==> src/rtl/spi_device_pkg.sv <==
// spi_device_pkg: shared SPI device constants for the firmware-mode SRAM arbiter
package spi_device_pkg;
  localparam int SramReqRxf = 0;
  localparam int SramReqTxf = 1;
  localparam int SramReqBus = 2;
  localparam int SramAwDefault = 11;
  localparam int SramDwDefault = 32;
endpackage

==> src/rtl/spi_fwm_rid_fifo.sv <==
// spi_fwm_rid_fifo: requester-ID FIFO for outstanding SRAM reads
module spi_fwm_rid_fifo #(
  parameter int Width = 2,
  parameter int Depth = 2
) (
  input  logic             clk_i,
  input  logic             rst_ni,
  input  logic             push,
  input  logic             pop,
  input  logic [Width-1:0] wdata,
  output logic [Width-1:0] rdata,
  output logic             full,
  output logic             empty
);
  localparam int PtrW = Depth > 1 ? $clog2(Depth) : 1;
  localparam int CntW = $clog2(Depth + 1);
  logic [Width-1:0] mem [Depth];
  logic [PtrW-1:0] wptr, rptr;
  logic [CntW-1:0] cnt;
  logic do_push, do_pop;
  function automatic logic [PtrW-1:0] inc(input logic [PtrW-1:0] p);
    return (int'(p) == Depth - 1) ? '0 : p + 1'b1;
  endfunction
  assign full = cnt == CntW'(Depth);
  assign empty = cnt == '0;
  assign rdata = mem[rptr];
  assign do_pop = pop & ~empty;
  // a pop frees the head slot before the edge, so push-while-full is safe then
  assign do_push = push & (~full | do_pop);
  always_ff @(posedge clk_i or negedge rst_ni)
    if (!rst_ni) begin
      wptr <= '0;
      rptr <= '0;
      cnt <= '0;
    end else begin
      if (do_push) wptr <= inc(wptr);
      if (do_pop) rptr <= inc(rptr);
      cnt <= cnt + CntW'(do_push) - CntW'(do_pop);
    end
  always_ff @(posedge clk_i)
    if (do_push) mem[wptr] <= wdata;
endmodule

==> src/rtl/spi_fwm_sram_arb.sv <==
// spi_fwm_sram_arb: round-robin sharing of the firmware-mode buffer SRAM with read-ID routing
module spi_fwm_sram_arb
  import spi_device_pkg::*;
#(
  parameter int NumReq = 3,
  parameter int SramAw = SramAwDefault,
  parameter int SramDw = SramDwDefault,
  parameter int MaxOutRd = 2
) (
  input  logic                     clk_i,
  input  logic                     rst_ni,
  input  logic [NumReq-1:0]        req_i,
  input  logic [NumReq-1:0]        write_i,
  input  logic [NumReq*SramAw-1:0] addr_i,
  input  logic [NumReq*SramDw-1:0] wdata_i,
  output logic [NumReq-1:0]        gnt_o,
  output logic [NumReq-1:0]        rvalid_o,
  output logic [SramDw-1:0]        rdata_o,
  output logic [1:0]               rerror_o,
  output logic                     sram_req_o,
  output logic                     sram_write_o,
  output logic [SramAw-1:0]        sram_addr_o,
  output logic [SramDw-1:0]        sram_wdata_o,
  input  logic                     sram_gnt_i,
  input  logic                     sram_rvalid_i,
  input  logic [SramDw-1:0]        sram_rdata_i,
  input  logic [1:0]               sram_error_i,
  output logic                     unexp_rvalid_o
);
  localparam int IdW = NumReq > 1 ? $clog2(NumReq) : 1;
  logic [IdW-1:0] prio_q, lock_idx_q, win, win_rr, head;
  logic lock_q, found, full, empty, granted, push, pop;
  logic [NumReq-1:0] elig;
  assign elig = req_i & (write_i | {NumReq{~full}});
  always_comb begin
    found = 1'b0;
    win_rr = '0;
    for (int i = 0; i < NumReq; i++)
      if (!found && elig[(int'(prio_q) + i) % NumReq]) begin
        found = 1'b1;
        win_rr = IdW'((int'(prio_q) + i) % NumReq);
      end
  end
  // an ungranted winner keeps the port until the SRAM accepts it
  assign win = lock_q ? lock_idx_q : win_rr;
  assign sram_req_o = lock_q ? elig[win] : found;
  assign sram_write_o = write_i[win];
  assign sram_addr_o = addr_i[win*SramAw +: SramAw];
  assign sram_wdata_o = wdata_i[win*SramDw +: SramDw];
  assign granted = sram_req_o & sram_gnt_i;
  assign push = granted & ~write_i[win];
  assign pop = sram_rvalid_i & ~empty;
  assign unexp_rvalid_o = sram_rvalid_i & empty;
  assign rdata_o = sram_rdata_i;
  assign rerror_o = sram_error_i;
  always_comb begin
    gnt_o = '0;
    rvalid_o = '0;
    gnt_o[win] = granted;
    rvalid_o[head] = pop;
  end
  always_ff @(posedge clk_i or negedge rst_ni)
    if (!rst_ni) begin
      prio_q <= '0;
      lock_q <= 1'b0;
      lock_idx_q <= '0;
    end else if (granted) begin
      prio_q <= (int'(win) == NumReq - 1) ? '0 : win + 1'b1;
      lock_q <= 1'b0;
    end else if (sram_req_o) begin
      lock_q <= 1'b1;
      lock_idx_q <= win;
    end
  spi_fwm_rid_fifo #(.Width(IdW), .Depth(MaxOutRd)) u_rid_fifo (
    .clk_i,
    .rst_ni,
    .push,
    .pop,
    .wdata(win),
    .rdata(head),
    .full,
    .empty
  );
endmodule

==> config.mk <==
export PLATFORM = sky130hd
export DESIGN_NAME = spi_fwm_sram_arb
export DESIGN_NICKNAME = d
export VERILOG_FILES = /design/src/rtl/spi_device_pkg.sv /design/src/rtl/spi_fwm_rid_fifo.sv /design/src/rtl/spi_fwm_sram_arb.sv
export SDC_FILE = /design/constraint.sdc
export NUM_CORES = 1
export LEC_CHECK = 0
export ABC_AREA = 1
export CELL_PAD_IN_SITES_DETAIL_PLACEMENT = 1
export CELL_PAD_IN_SITES_GLOBAL_PLACEMENT = 2
export CORE_MARGIN = 5
export CORE_UTILIZATION = 12
export DETAILED_ROUTE_END_ITERATION = 10
export HOLD_SLACK_MARGIN = 0.1
export PLACE_DENSITY_LB_ADDON = 0.1
export RECOVER_POWER = 50
export REMOVE_ABC_BUFFERS = 1
export SETUP_SLACK_MARGIN = 0.4
export SYNTH_ARGS = -nofsm -noshare
export SYNTH_HDL_FRONTEND = slang
export SYNTH_HIERARCHICAL = 1
export SYNTH_SLANG_ARGS = --single-unit
==> constraint.sdc <==
create_clock -name clk_i -period 8.14 [get_ports clk_i]
set_input_delay 1.221 -clock clk_i [delete_from_list [all_inputs] [get_ports clk_i]]
set_output_delay 1.221 -clock clk_i [all_outputs]
set_load 0.1 [all_outputs]
Yosys cells after proc, flatten, opt, wreduce, memory -nomap -nowiden
Memories as Yosys holds them, arrays and structs flattened.
Cells that the tools add are included.
{"block": "op_classes", "shifts": 2, "n_div": 3, "multipliers": 1, "reduce_logical": 9, "mux": 32, "bitwise": 15, "magnitude_cmp": 7, "n_eq_ne": 2, "addsub": 7}
{"op": "less-than comparator 32 x 4 -> 1 bit (second input constant)", "count": 3}
{"op": "variable part select 96 x 8 -> 32 bit", "count": 1}
{"op": "remainder unit 32 x 3 -> 32 bit (second input constant)", "count": 2}
{"op": "variable part select 33 x 7 -> 11 bit", "count": 1}
{"op": "remainder unit 3 x 3 -> 32 bit (second input constant)", "count": 1}
{"op": "two-way mux 1 bit", "count": 20}
{"op": "binary-select mux 1 bit (select 2 bit)", "count": 5}
{"op": "two-way mux 2 bit", "count": 5}
{"op": "AND 3 bit", "count": 3}
{"op": "AND 1 bit", "count": 6}
{"op": "less-than comparator 2 x 3 -> 1 bit (second input constant)", "count": 2}
{"op": "multiplier 2 x 4 -> 6 bit (second input constant)", "count": 1}
{"op": "demux 1 bit (select 2 bit)", "count": 2}
{"op": "equality test 2 bit (second input constant)", "count": 2}
{"op": ">= comparator 2 x 1 -> 1 bit (second input constant)", "count": 2}
{"op": "logical AND 1 bit", "count": 4}
{"op": "NOT 1 bit", "count": 4}
{"op": "adder 2 x 1 -> 3 bit (second input constant)", "count": 1}
{"op": "adder 2 x 2 -> 3 bit (second input constant)", "count": 1}
{"op": "OR 3 bit", "count": 1}
{"op": "adder 1 bit (second input constant)", "count": 2}
{"op": "adder 2 x 1 -> 2 bit", "count": 1}
{"op": "adder 2 x 1 -> 2 bit (second input constant)", "count": 1}
{"op": "logical NOT 1 bit", "count": 2}
{"op": "5 further kinds", "count": 5}
{"block": "word_totals", "ramBits": 4, "out_inout_bits": 86, "regBits": 9, "n_memories": 1}
{"memory": "u_rid_fifo.mem", "depth": 2, "width": 2, "rd": 1, "rd_clocked_by_memory_dff": 0, "wr": 1, "line": "spi_fwm_rid_fifo.sv:17", "text": "logic [Width-1:0] mem [Depth];"}

Logic depth before layout (Yosys ltp)
Gate-level depths: netlist of the first run.
{"block": "depth", "word_depth": 23, "depth_mapped": 25, "mapped_depth_nobuf": 25}

By module
Netlist of the first run, hierarchy kept.
{"mod": "spi_fwm_sram_arb", "area_per_inst_um2": 1707.9, "instances": 1, "seq_area_each_um2": 125.1, "cells_each": 297}
{"mod": "spi_fwm_rid_fifo", "area_per_inst_um2": 392.9, "instances": 1, "seq_area_each_um2": 220.2, "cells_each": 41}

Least setup slack after synthesis of the first run
No wires, ideal clock.
{"block": "synth_timing", "kind": "input port to output port", "startpoint": "input write_i[2]", "endpoint": "output sram_req_o", "slack_ns": 2.500, "cell_stages": 12, "t_arrival_ns": 4.419, "cell_sequence": "inv_1 > a21oi_2 > nand2_1 > nand2_1 > nand2_2 > nand3_1 > o211ai_2 > nand2_1 > nand2_2 > nand2_1 > nand2_1 > a21boi_0"}
{"block": "synth_via", "elab_chain_len": 16, "word_cells_on_any_way": 25}
{"element": "start, declared", "line": "spi_fwm_sram_arb.sv:13", "text": "input logic [NumReq-1:0] write_i,"}
{"element": "OR 3 bit *", "line": "spi_fwm_sram_arb.sv:34", "text": "assign elig = req_i & (write_i | {NumReq{~full}});"}
{"element": "AND 3 bit *", "line": "spi_fwm_sram_arb.sv:34"}
{"element": "binary-select mux 1 bit (select 2 bit)", "line": "spi_fwm_sram_arb.sv:39", "text": "if (!found && elig[(int'(prio_q) + i) % NumReq]) begin"}
{"element": "two-way mux 1 bit (not written as such) (2 in a row)", "line": "spi_fwm_sram_arb.sv:39"}
{"element": "two-way mux 1 bit", "line": "spi_fwm_sram_arb.sv:39"}
{"element": "logical NOT 1 bit", "line": "spi_fwm_sram_arb.sv:39"}
{"element": "logical AND 1 bit", "line": "spi_fwm_sram_arb.sv:39"}
{"element": "two-way mux 1 bit", "line": "spi_fwm_sram_arb.sv:39"}
{"element": "logical NOT 1 bit", "line": "spi_fwm_sram_arb.sv:39"}
{"element": "logical AND 1 bit", "line": "spi_fwm_sram_arb.sv:39"}
{"element": "two-way mux 2 bit *", "line": "spi_fwm_sram_arb.sv:39"}
{"element": "two-way mux 2 bit *", "line": "spi_fwm_sram_arb.sv:45", "text": "assign win = lock_q ? lock_idx_q : win_rr;"}
{"element": "via win[1]", "line": "spi_fwm_sram_arb.sv:31", "text": "logic [IdW-1:0] prio_q, lock_idx_q, win, win_rr, head;"}
{"element": "binary-select mux 1 bit (select 2 bit) *", "line": "spi_fwm_sram_arb.sv:46", "text": "assign sram_req_o = lock_q ? elig[win] : found;"}
{"element": "two-way mux 1 bit (not written as such) *", "line": "spi_fwm_sram_arb.sv:46"}
{"element": "two-way mux 1 bit *", "line": "spi_fwm_sram_arb.sv:46"}
{"element": "end, declared", "line": "spi_fwm_sram_arb.sv:20", "text": "output logic sram_req_o,"}
The timed path passes the listed nets; every way through them passes the cells marked *. The select of a mux whose other input is x is not followed.

Worst setup path after layout of the first run
{"block": "layout_timing", "startpoint": "input write_i[2]", "endpoint": "output sram_addr_o[2]"}
{"block": "layout_via", "elab_chain_len": 15, "word_cells_on_any_way": 23}
{"element": "OR 3 bit *", "line": "spi_fwm_sram_arb.sv:34"}
{"element": "AND 3 bit *", "line": "spi_fwm_sram_arb.sv:34"}
{"element": "binary-select mux 1 bit (select 2 bit)", "line": "spi_fwm_sram_arb.sv:39"}
{"element": "two-way mux 1 bit (not written as such) (2 in a row)", "line": "spi_fwm_sram_arb.sv:39"}
{"element": "two-way mux 1 bit", "line": "spi_fwm_sram_arb.sv:39"}
{"element": "logical NOT 1 bit", "line": "spi_fwm_sram_arb.sv:39"}
{"element": "logical AND 1 bit", "line": "spi_fwm_sram_arb.sv:39"}
{"element": "two-way mux 1 bit", "line": "spi_fwm_sram_arb.sv:39"}
{"element": "logical NOT 1 bit", "line": "spi_fwm_sram_arb.sv:39"}
{"element": "logical AND 1 bit", "line": "spi_fwm_sram_arb.sv:39"}
{"element": "two-way mux 2 bit *", "line": "spi_fwm_sram_arb.sv:39"}
{"element": "two-way mux 2 bit *", "line": "spi_fwm_sram_arb.sv:45"}
{"element": "via win[0]", "line": "spi_fwm_sram_arb.sv:31"}
{"element": "multiplier 2 x 4 -> 6 bit *", "line": "spi_fwm_sram_arb.sv:48", "text": "assign sram_addr_o = addr_i[win*SramAw +: SramAw];"}
{"element": "variable part select 33 x 7 -> 11 bit *", "line": "spi_fwm_sram_arb.sv:48"}
{"element": "end, declared", "line": "spi_fwm_sram_arb.sv:22", "text": "output logic [SramAw-1:0] sram_addr_o,"}
Marks and branches as above.

==> out/qor.csv, run 1 <==
stage;metric;value;unit
timing;Worst Skew;0.00189;ns
synth;Avg Inst Size Synth;6.22;µm²
clocking;Root Buffer;clkbuf_16;
synth;Netlist cell types;32;
place;Placer Congestion;0.739;
worst_setup_path;Crit Path Category;input port to primary output;
routing;Post-Route WL;12800;µm
worst_setup_path;Arr. time, crit path;5.57;ns
run_status;status;finished, final reports clean;
place;IO buf count;190;
die;starting density of the core;12.2;%
die;Top-Level Pins;259;
synth;Async S/R FF share, synth;69.2;%
finish;register area;345;µm²
worst_setup_path;worst-path maximum fanout;34;
worst_setup_path;CP required;6.92;ns
worst_setup_path;crit start category;input port;
timing;endpoints failing setup;0;
grt;Total GRT Usage;12.2;%
synth;Post-Syn Area;2100;µm²
routing;drt first pass iters;4;
synth;number of flops mapped to enable cells by yosys;4;
routing;DR vias;2847;
min_path;Worst Hold Class;flop to flop;
clocking;# clock sinks;13;
timing;minimum clock period;6.79;ns
routing;Vias/cell;3.99;
synth;YS warnings;6;
timing;fmax;147;MHz
finish;Multi-input gate area;1270;µm²
timing;Final Max Tran Viols;0;
routing;WL/cell;17.9;µm
worst_setup_path;Critical Path End Type;primary output;
die;core area;17200;µm²
die;Die ar.;20300;µm²
timing;RSZ-0062 raised after global routing;no;
clocking;CTS buffer count;3;
routing;initial drt markers;51;
run;max-cap violation count;0;
clocking;TritonCTS clock tree;yes;
clocking;# H-tree levels;1;
finish;final-layout fill cell count;2051;
timing;Max-slew headroom;29.3;%
timing;fin crit share;83.4;%
routing;DRT antenna net count;0;
grt;initial antenna violation count;1;
synth;cell count after synthesis;338;
die;Die X;142;µm
place;DP HPWL;10900;µm
finish;Syn-to-layout area delta;90.5;%
clocking;Post-CTS Setup Bufs;0;
clocking;Max clock buf depth;2;
synth;synthesized flop and latch total;13;
die;row cnt;48;
grt;vias in the first global route;3295;
grt;largest net degree at the start of global routing;46;
finish;# nets final;665;
finish;share of layout cells above drive strength 1;3.90;%
synth;register area share after synthesis;16.4;%
grt;GR Overflow Total;0;
grt;global-route wire length before repair;19200;µm
routing;# DRC;0;
die;die span in y;142;µm
timing;setup tns final;0;ns
synth;ys flop type;dfrtp_1;
timing;Hold Vio Cnt, Final;0;
clocking;hold_buf cts;0;
timing;worst slew pin tran;1.06;ns
clocking;clock slew at reported path FFs;0.04;ns
clocking;# resized after CTS;0;
clocking;worst skew pair latency;0.24;ns
## cells in the mapped netlist (3+ instances only)
cell type / instances / area [µm²]
nand2_1: 142 / 533
nor2_1: 7 / 26.3
a22oi_1: 40 / 300
ha_1: 4 / 50.1
inv_2: 4 / 15.0
edfxtp_1: 4 / 120
nand4_1: 5 / 31.3
dfrtp_1: 9 / 225
nand2_2: 5 / 31.3
inv_1: 26 / 97.6
buf_6: 4 / 45.0
buf_4: 35 / 263
nand3_2: 3 / 30.0
nand3_1: 24 / 120
buf_2: 7 / 35.0
## layout make-up
class / instances / share of cell area, %
antenna: 1 / 0.0625
inverter: 30 / 2.81
multi-input combinational: 249 / 31.8
timing repair buffer: 191 / 47.7
sequential: 13 / 8.63
clock buffer: 4 / 1.97
tap: 225 / 7.04
## cell usage in the layout (no fill, tap or decap), types with 2 or more instances in the layout
| cell type | netlist | final |
|---|---|---|
| o211ai_1 | 1 | 2 |
| clkbuf_16 | 0 | 3 |
| nor2_1 | 7 | 7 |
| inv_1 | 26 | 26 |
| dlygate4sd3_1 | 0 | 4 |
| nand2_1 | 142 | 146 |
| edfxtp_1 | 4 | 4 |
| dfrtp_1 | 9 | 9 |
| nor3_1 | 2 | 2 |
| a22oi_1 | 40 | 40 |
| inv_2 | 4 | 4 |
| nand3_2 | 3 | 2 |
| nand3_1 | 24 | 25 |
| ha_1 | 4 | 4 |
| nor2_4 | 2 | 2 |
| clkdlybuf4s50_1 | 0 | 186 |
| nand4_1 | 5 | 5 |
| nand2_2 | 5 | 2 |
## stage by stage
| step | utilization, % | instance area (µm²) | cells | hold WS (ns) | setup WS (ns) |
|---|---|---|---|---|---|
| after floorplan | - | 1760 | 292 | 0.442 | 2.50 |
| after global placement | 22.9 | 3950 | 708 | 0.454 | 1.62 |
| after detailed placement | 22.9 | 3950 | 708 | 0.470 | 1.62 |
| after CTS | 23.4 | 4030 | 712 | 0.481 | 1.59 |
| after global routing | 23.2 | 4000 | 712 | 0.522 | 0.953 |
| final | 23.2 | 4000 | 713 | 0.479 | 1.35 |
## path summary, 6_finish.rpt
kind	from	end	slack, ns	cells past startpoint
min in group asynchronous	rst_ni	lock_idx_q[0]$_DFFE_PN0P_	1.38	1
min reg2reg	u_rid_fifo/wptr$_DFFE_PN0P_	u_rid_fifo/wptr$_DFFE_PN0P_	0.48	2
max	write_i[2]	sram_addr_o[2]	1.35	15
min	u_rid_fifo/wptr$_DFFE_PN0P_	u_rid_fifo/wptr$_DFFE_PN0P_	0.48	2
max in group asynchronous	rst_ni	u_rid_fifo/cnt[1]$_DFF_PN0_	6.43	1
max reg2reg	u_rid_fifo/cnt[1]$_DFF_PN0_	u_rid_fifo/cnt[1]$_DFF_PN0_	4.00	22
## sequential cells by signal, indices dropped and copies added, names as in the netlist
| name | count |
|---|---|
| lock_idx_q | 2 |
| lock_q | 1 |
| prio_q | 2 |
| u_rid_fifo/cnt | 2 |
| u_rid_fifo/mem | 4 |
| u_rid_fifo/rptr | 1 |
| u_rid_fifo/wptr | 1 |
## critical path, cell delays in order
cell	delay (ns)
clkdlybuf4s50_1	0.48
inv_1	0.06
a21oi_1	0.35
nand2_1	0.14
nand2_1	0.09
nand2_1	0.16
nand3_1	0.21
nand3_1	0.10
nand2_1	0.11
nand2_1	0.27
nor2_4	0.76
buf_4	0.32
nand2_1	0.06
nand2_1	0.07
clkdlybuf4s50_1	1.14
## routing by layer
layer | global-route usage, % | share of wire (%) | up-vias
li1 | - | - | 1377
met1 | 13.8 | 38 | 1293
met2 | 19.7 | 46 | 164
met3 | 8.94 | 15 | 9
met4 | 0.450 | 0.15 | 4
met5 | 1.91 | 0.51 | -
## cells by family (layout without fill, tap and decap cells)
| family | after synthesis | after routing | share of synthesized area [%] |
|---|---|---|---|
| buf+inv | 76 | 225 | 21.7 |
| fa+ha+maj | 4 | 4 | 2.38 |
| simple gates | 195 | 195 | 40.7 |
| other cells | 0 | 1 | 0 |
| compound gates | 48 | 48 | 17.9 |
| xor+xnor | 2 | 2 | 0.834 |
| flops | 13 | 13 | 16.4 |
Power of run 1 is left out: the tool's default activity adds up to more than one toggle a clock period on the data nets, which glitch-free logic cannot reach.
==> run 2, diff against run 1 <==
CORE_UTILIZATION = 11   (was 12)
clock period = 6.65 ns   (was 8.14 ns; I/O delays follow)
==> out/qor.csv, run 2 (synthesized netlist as in run 1, its figures left out) <==
stage;metric;value;unit;change
run_status;status;finished, final reports clean;;unchanged
worst_setup_path;Critical Path End Type;primary output;;unchanged
clocking;clock slew at reported path FFs;0.04;ns;about the same
finish;Finished Cell Area;3890;µm²;was 4000 µm²
place;IO buf count;190;;unchanged
die;starting density of the core;11.2;%;was 12.2%
routing;Vias/cell;3.87;;was 3.99
die;Die X;148;µm;was 142 µm
clocking;worst skew pair latency;0.24;ns;about the same
timing;Final Max Tran Viols;0;;unchanged
die;Top-Level Pins;259;;unchanged
finish;register area;345;µm²;unchanged
timing;RSZ-0062 raised after global routing;no;;unchanged
finish;most frequent cells in the layout;146 x nand2_1, 138 x clkdlybuf4s50_1, 48 x buf_4;;was 186 x clkdlybuf4s50_1, 146 x nand2_1, 40 x a22oi_1
timing;setup tns final;0;ns;unchanged
clocking;CTS buffer count;3;;unchanged
finish;Syn-to-layout area delta;85.3;%;was 90.5%
min_path;Worst Hold Class;flop to flop;;unchanged
worst_setup_path;CP max stage cell;clkdlybuf4s50_1;;unchanged
clocking;# H-tree levels;1;;unchanged
clocking;hold_buf cts;0;;unchanged
die;row cnt;50;;was 48
finish;# nets final;665;;unchanged
run;max-cap violation count;0;;unchanged
finish;Largest Register;u_rid_fifo/mem;;unchanged
routing;Post-Route WL;12700;µm;was 12800 µm
finish;final-layout fill cell count;2272;;was 2051
routing;# DRC;0;;unchanged
die;die span in y;148;µm;was 142 µm
timing;fmax;184;MHz;
worst_setup_path;slowest stage delay, CP;1.17;ns;was 1.14 ns
timing;Max-slew headroom;33.8;%;was 29.3%
place;placed inst area;3840;µm²;was 3950 µm²
clocking;Post-CTS Setup Bufs;0;;unchanged
grt;vias in the first global route;3159;;was 3295
timing;fin crit share;81.7;%;
clocking;# clock sinks;13;;unchanged
worst_setup_path;Arr. time, crit path;4.44;ns;was 5.57 ns
routing;drt first pass iters;4;;unchanged
routing;DR vias;2793;;was 2847
finish;share of layout cells above drive strength 1;13.6;%;was 3.90%
worst_setup_path;CP delay by family, top;buffers and inverters;;unchanged
timing;minimum clock period;5.44;ns;
grt;global-route wire length before repair;18900;µm;was 19200 µm
worst_setup_path;CP dominant cell by count;nand2_1;;unchanged
die;core area;18800;µm²;was 17200 µm²
timing;worst slew pin tran;0.990;ns;was 1.06 ns
routing;WL/cell;17.6;µm;was 17.9 µm
routing;DRT antenna net count;0;;unchanged
timing;Hold Vio Cnt, Final;0;;unchanged
worst_setup_path;crit start category;input port;;unchanged
clocking;Max clock buf depth;2;;unchanged
grt;largest net degree at the start of global routing;46;;unchanged
finish;max FFs per register;4;;unchanged
clocking;TritonCTS clock tree;yes;;unchanged
grt;Total GRT Usage;11.1;%;was 12.2%
timing;endpoints failing setup;0;;unchanged
worst_setup_path;CP Buf/Inv Count;3;;was 4
worst_setup_path;worst-path maximum fanout;8;;was 34
grt;GR Overflow Total;0;;unchanged
worst_setup_path;CP required;5.65;ns;was 6.92 ns
clocking;Root Buffer;clkbuf_16;;unchanged
finish;most common cell after layout, fill and taps aside;nand2_1;;was clkdlybuf4s50_1
grt;initial antenna violation count;0;;was 1
finish;diode count;0;;was 1
clocking;# resized after CTS;0;;unchanged
place;DP HPWL;10900;µm;about the same
worst_setup_path;Crit Path Category;input port to primary output;;unchanged
timing;Worst Skew;0.00140;ns;was 0.00189 ns
finish;Multi-input gate area;1270;µm²;unchanged
routing;initial drt markers;46;;was 51
die;Die ar.;22000;µm²;was 20300 µm²
place;Placer Congestion;0.732;;was 0.739
worst_setup_path;crit path cell chain;clkdlybuf4s50_1 > inv_1 > a21oi_1 > nand2_1 > nand2_1 > nand2_1 > nand3_1 > o211ai_1 > nand2_1 > nand2_1 > nand2_1 > nand2_1 > a21boi_0 > clkdlybuf4s50_1;;was clkdlybuf4s50_1 > inv_1 > a21oi_1 > nand2_1 > nand2_1 > nand2_1 > nand3_1 > nand3_1 > nand2_1 > nand2_1 > nor2_4 > buf_4 > nand2_1 > nand2_1 > clkdlybuf4s50_1
## run 2: cell count changes in the layout (fill, tap and decap cells not counted)
| cell | change |
|---|---|
| buf_4 | +47 |
| clkdlybuf4s50_1 | -48 |
| diode_2 | -1 |
| dlygate4sd3_1 | +1 |
## run 2: routing by layer
layer	share of wire, %	GRT usage [%]	vias up
met3	17	8.65	9
met2	43	17.4	164
met1	39	12.3	1244
met4	0.84	1.52	0
li1	-	-	1376
met5	0	0	-
## run 2: worst register-to-register path: stages (launching register included)
cell and delay, ns:
dfrtp_1 0.45, inv_1 0.06, nor2_1 0.39, a21oi_1 0.24
nand2_1 0.12, nand2_1 0.06, nand2_1 0.21, nand3b_1 0.11
nand2_1 0.07, inv_1 0.04, nand2_1 0.09, nand2_1 0.25
nor2_4 0.71, nand2_1 0.14, o211ai_1 0.21, nor2_1 0.14
nand2_2 0.12, ha_1 0.23, inv_1 0.05, ha_1 0.15
inv_1 0.04, nand2_1 0.05, nand2_1 0.04
## run 2: worst paths after layout
check / startpoint / end / slack [ns] / cells past startpoint
max: write_i[2] / sram_req_o / 1.21 / 14
min: u_rid_fifo/wptr$_DFFE_PN0P_ / u_rid_fifo/wptr$_DFFE_PN0P_ / 0.47 / 2
max reg2reg: u_rid_fifo/cnt[1]$_DFF_PN0_ / u_rid_fifo/cnt[1]$_DFF_PN0_ / 2.56 / 22
min reg2reg: u_rid_fifo/wptr$_DFFE_PN0P_ / u_rid_fifo/wptr$_DFFE_PN0P_ / 0.47 / 2
max in group asynchronous: rst_ni / prio_q[0]$_DFFE_PN0P_ / 5.17 / 1
min in group asynchronous: rst_ni / u_rid_fifo/rptr$_DFFE_PN0P_ / 1.16 / 1
## run 2: layout make-up
| class | instances | area share [%] |
|---|---|---|
| Sequential cell | 13 | 8.87 |
| Timing Repair Buffer | 191 | 46.0 |
| Multi-Input combinational cell | 249 | 32.7 |
| Clock buffer | 4 | 2.03 |
| Tap cell | 234 | 7.52 |
| Inverter | 30 | 2.89 |
## run 2: through the flow
stage / hold slack, ns / utilization, % / std cells / worst slack (ns)
floorplan: 0.442 / - / 292 / 1.46
global placement: 0.454 / 20.5 / 717 / 1.47
detailed placement: 0.466 / 20.5 / 717 / 1.50
CTS: 0.475 / 20.9 / 721 / 1.49
global route: 0.495 / 20.7 / 721 / 0.789
finish: 0.470 / 20.7 / 721 / 1.21
Power of run 2 is left out for the same reason.
==> run 3, diff against run 2 <==
clock period = 5.65 ns   (was 6.65 ns; I/O delays follow)
==> out/qor.csv, run 3 (synthesized netlist as in run 1, its figures left out) <==
stage;metric;value;unit;change
clocking;Post-CTS Setup Bufs;0;;unchanged
finish;diode count;0;;unchanged
worst_setup_path;reg-to-reg endpoint;u_rid_fifo/cnt[1]$_DFF_PN0_;;unchanged
place;dpl cells;720;;was 717
timing;worst slew pin tran;0.975;ns;was 0.990 ns
clocking;CTS buffer count;3;;unchanged
timing;Final Max Tran Viols;0;;unchanged
worst_setup_path;crit path cell chain;clkdlybuf4s50_1 > inv_1 > a21oi_1 > nand2_1 > nand2_1 > nand2_1 > nand3_1 > o211ai_1 > nand2_1 > nand2_1 > nor2_8 > buf_4 > a22oi_1 > nand2_1 > buf_4;;was clkdlybuf4s50_1 > inv_1 > a21oi_1 > nand2_1 > nand2_1 > nand2_1 > nand3_1 > o211ai_1 > nand2_1 > nand2_1 > nand2_1 > nand2_1 > a21boi_0 > clkdlybuf4s50_1
finish;Largest Register;u_rid_fifo/mem;;unchanged
timing;Max-slew headroom;34.8;%;was 33.8%
finish;# nets final;668;;was 665
routing;drt first pass iters;4;;unchanged
finish;share of layout cells above drive strength 1;14.5;%;was 13.6%
die;Die ar.;22000;µm²;unchanged
worst_setup_path;RR Startpoint;u_rid_fifo/cnt[1]$_DFF_PN0_;;unchanged
finish;most frequent cells in the layout;145 x nand2_1, 138 x clkdlybuf4s50_1, 51 x buf_4;;was 146 x nand2_1, 138 x clkdlybuf4s50_1, 48 x buf_4
routing;WL/cell;18.0;µm;was 17.6 µm
worst_setup_path;worst reg2reg path depth;22;;unchanged
timing;setup tns final;0;ns;unchanged
routing;Vias/cell;3.93;;was 3.87
grt;GR Overflow Total;0;;unchanged
clocking;# resized after CTS;0;;unchanged
die;die span in y;148;µm;unchanged
worst_setup_path;CP required;4.80;ns;was 5.65 ns
worst_setup_path;Arr. time, crit path;4.08;ns;was 4.44 ns
finish;max FFs per register;4;;unchanged
die;Die X;148;µm;unchanged
place;DP HPWL;11400;µm;was 10900 µm
die;core area;18800;µm²;unchanged
die;row cnt;50;;unchanged
worst_setup_path;CP Buf/Inv Count;4;;was 3
worst_setup_path;CP delay by family, top;simple AND/OR/NAND/NOR gates;;was buffers and inverters
grt;initial antenna violation count;0;;unchanged
clocking;Root Buffer;clkbuf_16;;unchanged
timing;RSZ-0062 raised after global routing;no;;unchanged
timing;endpoints failing setup;0;;unchanged
grt;global-route wire length before repair;19400;µm;was 18900 µm
worst_setup_path;worst-path maximum fanout;27;;was 8
finish;most common cell after layout, fill and taps aside;nand2_1;;unchanged
die;Top-Level Pins;259;;unchanged
min_path;Hold Crit Start;u_rid_fifo/wptr$_DFFE_PN0P_;;unchanged
finish;Syn-to-layout area delta;87.2;%;was 85.3%
worst_setup_path;Reg2Reg Setup Slack;1.76;ns;was 2.56 ns
finish;final non-filler cell total;724;;was 721
grt;Total GRT Usage;11.4;%;was 11.1%
die;starting density of the core;11.2;%;unchanged
routing;initial drt markers;38;;was 46
min_path;WHS Endpoint;u_rid_fifo/wptr$_DFFE_PN0P_;;unchanged
clocking;worst skew pair latency;0.24;ns;about the same
worst_setup_path;crit start category;input port;;unchanged
routing;DR vias;2842;;was 2793
grt;vias in the first global route;3281;;was 3159
clocking;Max clock buf depth;2;;unchanged
run;max-cap violation count;0;;unchanged
min_path;Worst Hold Class;flop to flop;;unchanged
finish;final-layout fill cell count;2304;;was 2272
worst_setup_path;Crit Path Category;input port to primary output;;unchanged
finish;register area;345;µm²;unchanged
routing;Post-Route WL;13000;µm;was 12700 µm
finish;Multi-input gate area;1280;µm²;was 1270 µm²
place;Placer Congestion;0.723;;was 0.732
clocking;hold_buf cts;0;;unchanged
timing;Worst Skew;0.00483;ns;was 0.00140 ns
timing;fmax;203;MHz;
min_path;hold path depth;2;;unchanged
worst_setup_path;Critical Path End Type;primary output;;unchanged
worst_setup_path;CP max stage cell;clkdlybuf4s50_1;;unchanged
timing;minimum clock period;4.93;ns;
grt;largest net degree at the start of global routing;42;;was 46
clocking;# clock sinks;13;;unchanged
place;IO buf count;190;;unchanged
run_status;status;finished, final reports clean;;unchanged
routing;DRT antenna net count;0;;unchanged
timing;fin crit share;87.3;%;
routing;# DRC;0;;unchanged
clocking;clock slew at reported path FFs;0.05;ns;was 0.04 ns
worst_setup_path;CP dominant cell by count;nand2_1;;unchanged
timing;Hold Vio Cnt, Final;0;;unchanged
clocking;TritonCTS clock tree;yes;;unchanged
clocking;# H-tree levels;1;;unchanged
worst_setup_path;slowest stage delay, CP;0.48;ns;was 1.17 ns
[run 3: cell types whose count changed in the layout (fill, tap and decap cells not counted), sizes merged]
cell,change
dlygate4sd3,-1
buf,+4
[run 3: worst max path at each step]
stage / end / depth (start not counted) / startpoint
finish: sram_wdata_o[29] / 15 / write_i[2]
global route: sram_wdata_o[5] / 15 / write_i[2]
CTS: sram_wdata_o[2] / 17 / write_i[2]
detailed placement: sram_wdata_o[2] / 17 / write_i[2]
global placement: sram_wdata_o[18] / 14 / req_i[1]
floorplan: sram_req_o / 12 / write_i[2]
[run 3: final cells by class]
cell class,count,area share [%]
Clock buffer,4,2.00
Inverter,30,2.86
Multi-Input combinational cell,249,32.5
Sequential cell,13,8.78
Tap cell,234,7.45
Timing Repair Buffer,194,46.4
[run 3: tightest hold or removal path: cells and delay by family, from the launching register on]
family           cells  cell delay [ns]
flip-flops           1             0.33
AND/OR/NAND/NOR      2             0.10
[run 3: routing by layer]
| metal | global-route usage, % | vias up | wire length, µm |
|---|---|---|---|
| met5 | 0 | - | 0 |
| met4 | 0.416 | 0 | 11 |
| met3 | 7.86 | 2 | 1990 |
| met2 | 19.3 | 159 | 5950 |
| met1 | 12.6 | 1296 | 5060 |
| li1 | - | 1385 | - |
[run 3: stage by stage]
stage               setup WS [ns]  cell area [µm²]  hold WS (ns)  util [%]
floorplan                   0.757             1760         0.442         -
global placement             1.03             3870         0.460      20.6
detailed placement          0.997             3870         0.463      20.6
CTS                         0.992             3950         0.473      21.1
global route                0.411             3930         0.498      21.0
finish                      0.720             3930         0.471      21.0
Power of run 3 is left out for the same reason.
